File: config.mk
export PLATFORM = sky130hd
export DESIGN_NAME = keypad_code_entry_flat
export DESIGN_NICKNAME = d
export VERILOG_FILES = /design/src/rtl/keypad_code_entry_if.sv /design/src/rtl/keypad_code_entry.sv /design/src/flat_wrapper.sv
export SDC_FILE = /design/constraint.sdc
export NUM_CORES = 1
export LEC_CHECK = 0
export CORE_UTILIZATION = 40
export CTS_BUF_LIST = sky130_fd_sc_hd__clkbuf_16
export DETAILED_ROUTE_END_ITERATION = 8
export PLACE_DENSITY = 0.68
export SYNTH_ARGS = -nofsm -noshare
export SYNTH_HDL_FRONTEND = slang
export SYNTH_SLANG_ARGS = --single-unit
File: constraint.sdc
create_clock -name clk -period 4.2 [get_ports clk]
set_input_delay 0.84 -clock clk [delete_from_list [all_inputs] [get_ports clk]]
set_output_delay 0.84 -clock clk [all_outputs]
set_load 0.02 [all_outputs]
File: src/rtl/keypad_code_entry_if.sv
// keypad_code_entry_if
//   Groups the keypad front-end signals: four raw pushbuttons towards the
//   code-entry block and the conditioned code/request outputs back out.
//   master : drives the raw buttons, observes the outputs (keypad / bench side)
//   slave  : receives the raw buttons, drives the outputs (keypad_code_entry)
//   Signals:
//     btn0_raw, btn1_raw, btn_enter_raw, btn_clear_raw : raw async buttons
//     password[3:0] : latched code, valid while open=1, else 0
//     open          : unlock request level, held while enter is held
//     digit_count   : bits entered so far, 0..4
//     entry_error   : one-cycle pulse on a rejected action
interface keypad_code_entry_if;
  logic       btn0_raw;
  logic       btn1_raw;
  logic       btn_enter_raw;
  logic       btn_clear_raw;
  logic [3:0] password;
  logic       open;
  logic [2:0] digit_count;
  logic       entry_error;

  modport master (
    output btn0_raw, btn1_raw, btn_enter_raw, btn_clear_raw,
    input  password, open, digit_count, entry_error
  );

  modport slave (
    input  btn0_raw, btn1_raw, btn_enter_raw, btn_clear_raw,
    output password, open, digit_count, entry_error
  );
endinterface

File: src/rtl/keypad_code_entry.sv
// keypad_code_entry
//   Front-end code-entry stage for the digital lock. Synchronises and
//   debounces four raw pushbuttons, assembles a 4-bit code serially (first
//   bit ends up in password[3]), validates the entry and raises a level
//   'open' request while enter is held. A partial entry is discarded after
//   TIMEOUT_CYCLES idle cycles.
//   Parameters:
//     DEBOUNCE_CYCLES : cycles a synchronised input must differ from its
//                       debounced level before the level flips (>= 2)
//     TIMEOUT_CYCLES  : idle cycles after the last accepted bit before a
//                       partial entry is dropped (>= 2)
//   Ports:
//     clk     : clock, rising edge
//     reset_n : asynchronous active-low reset
//     kp      : keypad_code_entry_if.slave (raw buttons in, code/status out)
module keypad_code_entry #(
  parameter int unsigned DEBOUNCE_CYCLES = 16,
  parameter int unsigned TIMEOUT_CYCLES  = 1000
) (
  input  logic                 clk,
  input  logic                 reset_n,
  keypad_code_entry_if.slave   kp
);

  localparam int unsigned CW = $clog2(DEBOUNCE_CYCLES + 1);
  localparam int unsigned IW = $clog2(TIMEOUT_CYCLES + 1);

  // Button index map: 0 = bit0, 1 = bit1, 2 = enter, 3 = clear
  localparam int unsigned B_ZERO  = 0;
  localparam int unsigned B_ONE   = 1;
  localparam int unsigned B_ENTER = 2;
  localparam int unsigned B_CLEAR = 3;

  typedef enum logic [1:0] {
    ENTRY = 2'd0,
    READY = 2'd1,
    OPEN  = 2'd2
  } state_t;

  // ---------------------------------------------------------------------
  // Input conditioning
  // ---------------------------------------------------------------------
  logic [3:0]    raw;
  logic [3:0]    sync1;
  logic [3:0]    sync2;
  logic [3:0]    stable;
  logic [3:0]    stable_q;
  logic [CW-1:0] db_cnt [4];
  logic [3:0]    press;

  assign raw = {kp.btn_clear_raw, kp.btn_enter_raw, kp.btn1_raw, kp.btn0_raw};

  always_ff @(posedge clk or negedge reset_n) begin
    if (!reset_n) begin
      sync1    <= '0;
      sync2    <= '0;
      stable   <= '0;
      stable_q <= '0;
      for (int unsigned i = 0; i < 4; i++) begin
        db_cnt[i] <= '0;
      end
    end else begin
      sync1    <= raw;
      sync2    <= sync1;
      stable_q <= stable;
      for (int unsigned i = 0; i < 4; i++) begin
        if (sync2[i] == stable[i]) begin
          db_cnt[i] <= '0;
        end else if (db_cnt[i] == CW'(DEBOUNCE_CYCLES - 1)) begin
          // This increment would reach DEBOUNCE_CYCLES: flip instead.
          stable[i] <= ~stable[i];
          db_cnt[i] <= '0;
        end else begin
          db_cnt[i] <= db_cnt[i] + 1'b1;
        end
      end
    end
  end

  // One-cycle press events, consumed by the FSM register stage below.
  assign press = stable & ~stable_q;

  logic ev_zero;
  logic ev_one;
  logic ev_enter;
  logic ev_clear;
  logic ev_any;
  logic enter_level;

  assign ev_zero     = press[B_ZERO];
  assign ev_one      = press[B_ONE];
  assign ev_enter    = press[B_ENTER];
  assign ev_clear    = press[B_CLEAR];
  assign ev_any      = |press;
  assign enter_level = stable[B_ENTER];

  // ---------------------------------------------------------------------
  // Entry FSM
  // ---------------------------------------------------------------------
  state_t        state;
  state_t        state_next;
  logic [3:0]    shift_q;
  logic [3:0]    shift_next;
  logic [2:0]    count_q;
  logic [2:0]    count_next;
  logic [3:0]    pw_q;
  logic [3:0]    pw_next;
  logic          open_q;
  logic          open_next;
  logic          err_q;
  logic          err_next;
  logic [IW-1:0] idle_q;
  logic [IW-1:0] idle_next;
  logic          accept;
  logic          running;

  always_ff @(posedge clk or negedge reset_n) begin
    if (!reset_n) begin
      state   <= ENTRY;
      shift_q <= '0;
      count_q <= '0;
      pw_q    <= '0;
      open_q  <= 1'b0;
      err_q   <= 1'b0;
      idle_q  <= '0;
    end else begin
      state   <= state_next;
      shift_q <= shift_next;
      count_q <= count_next;
      pw_q    <= pw_next;
      open_q  <= open_next;
      err_q   <= err_next;
      idle_q  <= idle_next;
    end
  end

  always_comb begin
    state_next = state;
    shift_next = shift_q;
    count_next = count_q;
    pw_next    = pw_q;
    open_next  = open_q;
    err_next   = 1'b0;
    idle_next  = '0;
    accept     = 1'b0;
    running    = ((state == ENTRY) && (count_q != 3'd0)) || (state == READY);

    if (ev_clear) begin
      state_next = ENTRY;
      shift_next = '0;
      count_next = '0;
      pw_next    = '0;
      open_next  = 1'b0;
    end else begin
      case (state)
        ENTRY: begin
          if (ev_enter) begin
            err_next   = 1'b1;
            shift_next = '0;
            count_next = '0;
          end else if (ev_zero && ev_one) begin
            err_next = 1'b1;
          end else if (ev_zero || ev_one) begin
            shift_next = {shift_q[2:0], ev_one};
            count_next = count_q + 3'd1;
            accept     = 1'b1;
            if (count_q == 3'd3) begin
              state_next = READY;
            end
          end
        end
        READY: begin
          if (ev_enter) begin
            pw_next    = shift_q;
            open_next  = 1'b1;
            state_next = OPEN;
          end else if (ev_zero || ev_one) begin
            err_next = 1'b1;
          end
        end
        OPEN: begin
          // Bit events are dropped silently here; only enter release matters.
          if (!enter_level) begin
            state_next = ENTRY;
            shift_next = '0;
            count_next = '0;
            pw_next    = '0;
            open_next  = 1'b0;
          end
        end
        default: begin
          state_next = ENTRY;
        end
      endcase

      // Idle timeout. An event in the expiry cycle wins; the counter then
      // parks at its last value so expiry happens on the next quiet cycle.
      if (running && !accept) begin
        if (idle_q == IW'(TIMEOUT_CYCLES - 1)) begin
          if (!ev_any) begin
            state_next = ENTRY;
            shift_next = '0;
            count_next = '0;
            err_next   = 1'b1;
          end else begin
            idle_next = idle_q;
          end
        end else begin
          idle_next = idle_q + 1'b1;
        end
      end
    end

    if ((state_next == OPEN) || ((state_next == ENTRY) && (count_next == 3'd0))) begin
      idle_next = '0;
    end
  end

  assign kp.password    = pw_q;
  assign kp.open        = open_q;
  assign kp.digit_count = count_q;
  assign kp.entry_error = err_q;

endmodule
File: src/flat_wrapper.sv
// flat-port wrapper written by rule: the top's interface ports become plain ports
module keypad_code_entry_flat 
#(
  parameter int unsigned DEBOUNCE_CYCLES = 16,
  parameter int unsigned TIMEOUT_CYCLES  = 1000
)
  (clk, reset_n, kp_btn0_raw, kp_btn1_raw, kp_btn_enter_raw, kp_btn_clear_raw, kp_password, kp_open, kp_digit_count, kp_entry_error);
  keypad_code_entry_if kp_i ();
  input  logic clk;
  input  logic reset_n;
  input wire logic [$bits(kp_i.btn0_raw)-1:0] kp_btn0_raw;
  input wire logic [$bits(kp_i.btn1_raw)-1:0] kp_btn1_raw;
  input wire logic [$bits(kp_i.btn_enter_raw)-1:0] kp_btn_enter_raw;
  input wire logic [$bits(kp_i.btn_clear_raw)-1:0] kp_btn_clear_raw;
  output wire logic [$bits(kp_i.password)-1:0] kp_password;
  output wire logic [$bits(kp_i.open)-1:0] kp_open;
  output wire logic [$bits(kp_i.digit_count)-1:0] kp_digit_count;
  output wire logic [$bits(kp_i.entry_error)-1:0] kp_entry_error;
  assign kp_i.btn0_raw = kp_btn0_raw;
  assign kp_i.btn1_raw = kp_btn1_raw;
  assign kp_i.btn_enter_raw = kp_btn_enter_raw;
  assign kp_i.btn_clear_raw = kp_btn_clear_raw;
  assign kp_password = kp_i.password;
  assign kp_open = kp_i.open;
  assign kp_digit_count = kp_i.digit_count;
  assign kp_entry_error = kp_i.entry_error;
  keypad_code_entry #(.DEBOUNCE_CYCLES(DEBOUNCE_CYCLES), .TIMEOUT_CYCLES(TIMEOUT_CYCLES)) u_core (.clk(clk), .reset_n(reset_n), .kp(kp_i));
endmodule
* After elaboration in Yosys (flattened, before gate mapping)
Cells that the tools add are included. W data, S select, Z words.
Storage, ports and cells: register bits 61, bits of input ports 6, output and inout port bits 9, word-level logic and storage cells 132
Cells by class: add/subtract/negate cells 6, eq/ne operators 16, multiplexer cells 63, bitwise gates (word level) 10, reductions and logical operators 19
Operators with widths (count):
- $mux W10 | 5
- $mux W4 | 11
- $mux W5 | 8
- $mux W3 | 8
- $add A5 B1 Y5 const B | 4
- $eq A5 B4 Y1 const B | 4
- $mux W2 | 10
- $pmux W4 S2 | 2
- $mux W1 | 15
- $add A10 B1 Y10 const B | 1
- $eq A10 B10 Y1 const B | 1
- $not A1 Y1 | 8
- $reduce_and A2 Y1 | 4
- $pmux W2 S3 | 1
- $pmux W3 S2 | 1
- $reduce_bool A3 Y1 | 2
- $ne A5 B4 Y1 const B | 1
- $and A4 B4 Y4 | 1
- $eq A1 B1 Y1 | 4
- $eq A2 B2 Y1 const B | 2
- $logic_and A1 B1 Y1 | 4
- $logic_not A2 Y1 | 2
- $not A4 Y4 | 1
- $pmux W1 S2 | 2
- 10 further kinds | 12

* Longest topological paths before layout
depth in word-level cells 16, mapped depth 8, mapped depth without buffers 8

* Worst setup path after synthesis
OpenSTA, ideal clock, no wires.
path kind reg2reg, from register u_core.stable[1], to register u_core.idle_q[2], data arrival time 2.048 ns, data required time 4.050 ns, path slack 2.002 ns, stages on the path, launching flop included 9, buffers on the path 0, cell sequence dfrtp_1 nor2b_1 inv_1 ha_1 nor2_1 o22a_1 a41oi_1 a211oi_4 a211oi_1
On the way: cells in the longest elaborated chain, start to end 15, elaborated cells on any way between the ends 36, classes of those cells eq/ne: 2; mux: 24; bitwise: 1; reduce/logical: 9
RTL lines:
- from (decl) | line keypad_code_entry.sv:46 | logic [3:0] stable;
- from (signal, indexed assignment) | line keypad_code_entry.sv:71 | stable[i] <= ~stable[i];
- $and A4 B4 Y4 (*) | line keypad_code_entry.sv:81 | assign press = stable & ~stable_q;
- parallel branches: the longest is 14 deep, another holds $mux W3
- to (signal assigned) | line keypad_code_entry.sv:133 | idle_q <= idle_next;
- to (decl) | line keypad_code_entry.sv:112 | logic [IW-1:0] idle_q;
Mark *: on every way between the ends. The select of a mux whose other input is x is not followed. A chain may end at the register's enable or synchronous reset.

* Final worst setup path
from register u_core.stable[1], to register u_core.idle_q[1]
The elaborated chain is that of the path after synthesis.

==> metrics.md <==
| Metric | Value |
|---|---|
| Status | `finished, final reports clean` |
| Post-synth cell types | `50` |
| Final net count | `301` |
| Final hold viol count | `0` |
| Post-CTS sizing | `0` |
| Syn Nets | `280` |
| Max Buffers Root-to-Sink | `2` |
| Post-CTS Repair Setup Buffers | `0` |
| FF/Latch Area | `1530 µm²` |
| Detailed-route vias per instance | `a little over 5` |
| Die area | `about 7500 µm²` |
| Syn Area/Cell | `between 10 and 15 µm²` |
| CTS tree | `done` |
| Avg WL per Cell | `around 13 µm` |
| Minimum clock period after layout | `~2.7 ns` |
| Largest net degree at the start of global routing | `35` |
| Routed WL | `approximately 5 mm` |
| Worst-Margin Slew | `about 1.2 ns` |
| DR pass1 iterations | `4` |
| Starting DRC count in detailed routing | `between 100 and 150` |
| GRT Max-Usage Layer | `met2` |
| Nature of the critical path endpoint | `flop` |
| Setup TNS | `0 ns` |
| Starting Density | `0.417` |
| Hold-fix buffers, CTS | `0` |
| CTS HTree Levels | `3` |
| Core area | `between 6000 and 7000 µm²` |
| Dpl cell area | `3080 µm²` |
| Setup Crit Path Kind | `flop to flop` |
| Most common cell after layout, fill and taps aside | `dfrtp_1` |
| Max cap viols | `0` |
| Fillers | `635` |
| Finished Core Util | `0.491` |
| Worst-path cell chain | `nor2b_1 > inv_1 > ha_1 > a31o_4 > nor4bb_1 > a22oi_1 > a211oi_2` |
| Post-detailed-placement half-perimeter wirelength | `roughly 3.4 mm` |
| Setup violations, final | `0` |
| Area grow syn2layout | `17.7%` |
| Min Hold Slack | `about 0.35 ns` |
| Gpl congestion | `around 0.77` |
| Port Buffers | `14` |
| Met2 GRT Util | `0.244` |
| Top Ports | `15` |
| Period utilization | `0.638` |
| F_max | `approximately 370 MHz` |
| Number of global-route vias before repair | `a little under 2000` |
| Post-synthesis sequential area ratio | `0.536` |
| Predominant post-synthesis flop cell | `dfrtp_1` |
| Cells after Synth | `between 200 and 300` |
| Clk slew on worst S/H paths | `around 0.060 ns` |
| Number of enable flip-flop cells after synthesis | `0` |
| Area of the multi-input gates | `about 1200 µm²` |
| Async SR Flop Fraction | `1.00` |
| DRC errors left | `0` |
| ANT nets after route | `0` |
| Worst-path maximum fanout | `8` |
| Yosys reg bits | `61` |
| Via Count | `around 2000` |
| Rows | `30` |
| Num CTS Buffers | `9` |
| Nature of the critical path startpoint | `flop` |
| Unrepaired setup endpoints after global routing | `no` |
| Slowest cell on crit path | `nor4bb_1` |
| CTS Root Cell | `clkbuf_16` |
| Ant diodes | `0` |
| Initial antenna violation count | `0` |
| Clock skew | `~0.0033 ns` |
| Pwr dens | `between 300 and 400 nW/µm²` |
| Yosys warns | `0` |
| Final instance area | `about 3400 µm²` |
| Most frequent cells in the layout | `dfrtp_1, nor2_1, xor2_1` |
| Worst EP required | `about 4.4 ns` |
| Total track usage | `0.159` |
| Post-Synthesis Cell Area | `approximately 2900 µm²` |
| Worst rel slew slack | `0.200` |
| Clock Sinks | `61` |
| Worst Hold Class | `flop to flop` |
| CP arrival | `between 2 and 3 ns` |
| GR Layer Usage met3 | `0.0429` |
| Total power | `between 1000 and 1500 µW` |
| GRT overflow | `0` |
| Max IR drop VDD | `approximately 0.27 mV` |
| Die height | `86.4 µm` |
| Worst-Skew Late Latency | `0.33 ns` |
| CP max stage delay | `~0.98 ns` |
| GR Util met1 | `0.197` |
| Layout cell share with drive strength beyond 1 | `0.0979` |
| Chip width | `86.4 µm` |
| First-pass GRT wire length | `roughly 8.9 mm` |
| Pins Over Slew Limit | `0` |
| Leakage | `between 0.0015 and 0.002 µW` |
-- flip-flops by register name, summed over array words and instances (netlist names) --
signal	flops
u_core.stable	4
u_core.kp.entry_error	1
u_core.kp.digit_count	3
u_core.kp.open	1
u_core.idle_q	10
u_core.stable_q	4
u_core.kp.password	4
u_core.sync2	4
u_core.state	2
u_core.db_cnt	20
u_core.shift_q	4
u_core.sync1	4
-- per-stage QoR --
stage	setup WS (ns)	cells
floorplan	2.00	260
global placement	1.57	366
detailed placement	1.54	366
CTS	1.52	382
global route	1.25	382
finish	1.52	382
-- per-layer routing --
| metal | up-vias | wire length (µm) |
|---|---|---|
| met2 | 28 | 2310 |
| met1 | 953 | 2340 |
| li1 | 960 | - |
| met4 | 0 | 172 |
| met5 | - | 0 |
| met3 | 14 | 182 |
-- cell type report --
class / count / share of cell area
timing repair buffer: 15 / 0.0425
clock buffer: 9 / 0.0671
clock inverter: 7 / 0.0149
tap: 96 / 0.0358
multi-input combinational: 179 / 0.368
inverter: 15 / 0.0168
sequential: 61 / 0.455
-- worst max-delay path, delay by kind of cell (launching register included) --
| family | cells | cell delay [ns] |
|---|---|---|
| fa+ha+maj | 1 | 0.28 |
| compound gates | 3 | 0.65 |
| simple gates | 2 | 1.21 |
| flops | 1 | 0.39 |
| buf+inv | 1 | 0.07 |
-- logic make-up (layout without fill, tap and decap cells) --
family / Yosys count / after routing / synth area share
flip-flops: 61 / 61 / 0.536
buffers and inverters: 20 / 46 / 0.0312
XOR/XNOR: 19 / 19 / 0.0584
adder cells (fa/ha/maj): 14 / 14 / 0.0615
AND/OR/NAND/NOR: 89 / 89 / 0.155
multiplexers: 5 / 5 / 0.0189
AO/OA/AOI/OAI: 52 / 52 / 0.140
-- where the power goes --
part / switching [µW] / internal [µW]
logic: 27.9 / 17.6
clock network: 265 / 400
registers: 9.36 / 602
total: 302 / 1020
-- final timing paths --
kind | start | to | slack, ns | depth (start not counted)
setup / recovery | u_core.stable[1] | u_core.idle_q[1] | 1.52 | 7
hold / removal | u_core.sync1[2] | u_core.sync2[2] | 0.35 | 0
setup reg to reg | u_core.stable[1] | u_core.idle_q[1] | 1.52 | 7
hold reg to reg | u_core.sync1[2] | u_core.sync2[2] | 0.35 | 0
max in group asynchronous | reset_n | u_core.db_cnt[16] | 2.80 | 2
min in group asynchronous | reset_n | u_core.idle_q[6] | 0.54 | 1
-- cell usage after synthesis, types with 2 or more instances --
cell type	number	area share
dfrtp_1	61	0.54
nor2_1	32	0.042
xor2_1	16	0.049
inv_1	15	0.020
ha_1	14	0.061
nand3_1	14	0.025
nand2_1	13	0.017
a21oi_1	9	0.016
a211oi_1	8	0.021
a22oi_1	6	0.016
o21ai_0	6	0.011
and2_1	5	0.011
a22o_1	4	0.012
and3_1	4	0.0088
nand2b_1	4	0.0088
mux2_2	3	0.012
nor2b_1	3	0.0066
nor3_1	3	0.0053
xnor2_1	3	0.0092
a211oi_2	2	0.0088
buf_2	2	0.0035
mux2i_1	2	0.0070
nand4_1	2	0.0044
nor3_2	2	0.0070
nor4_1	2	0.0044
Note: power is estimated with default switching activity, not from simulation.
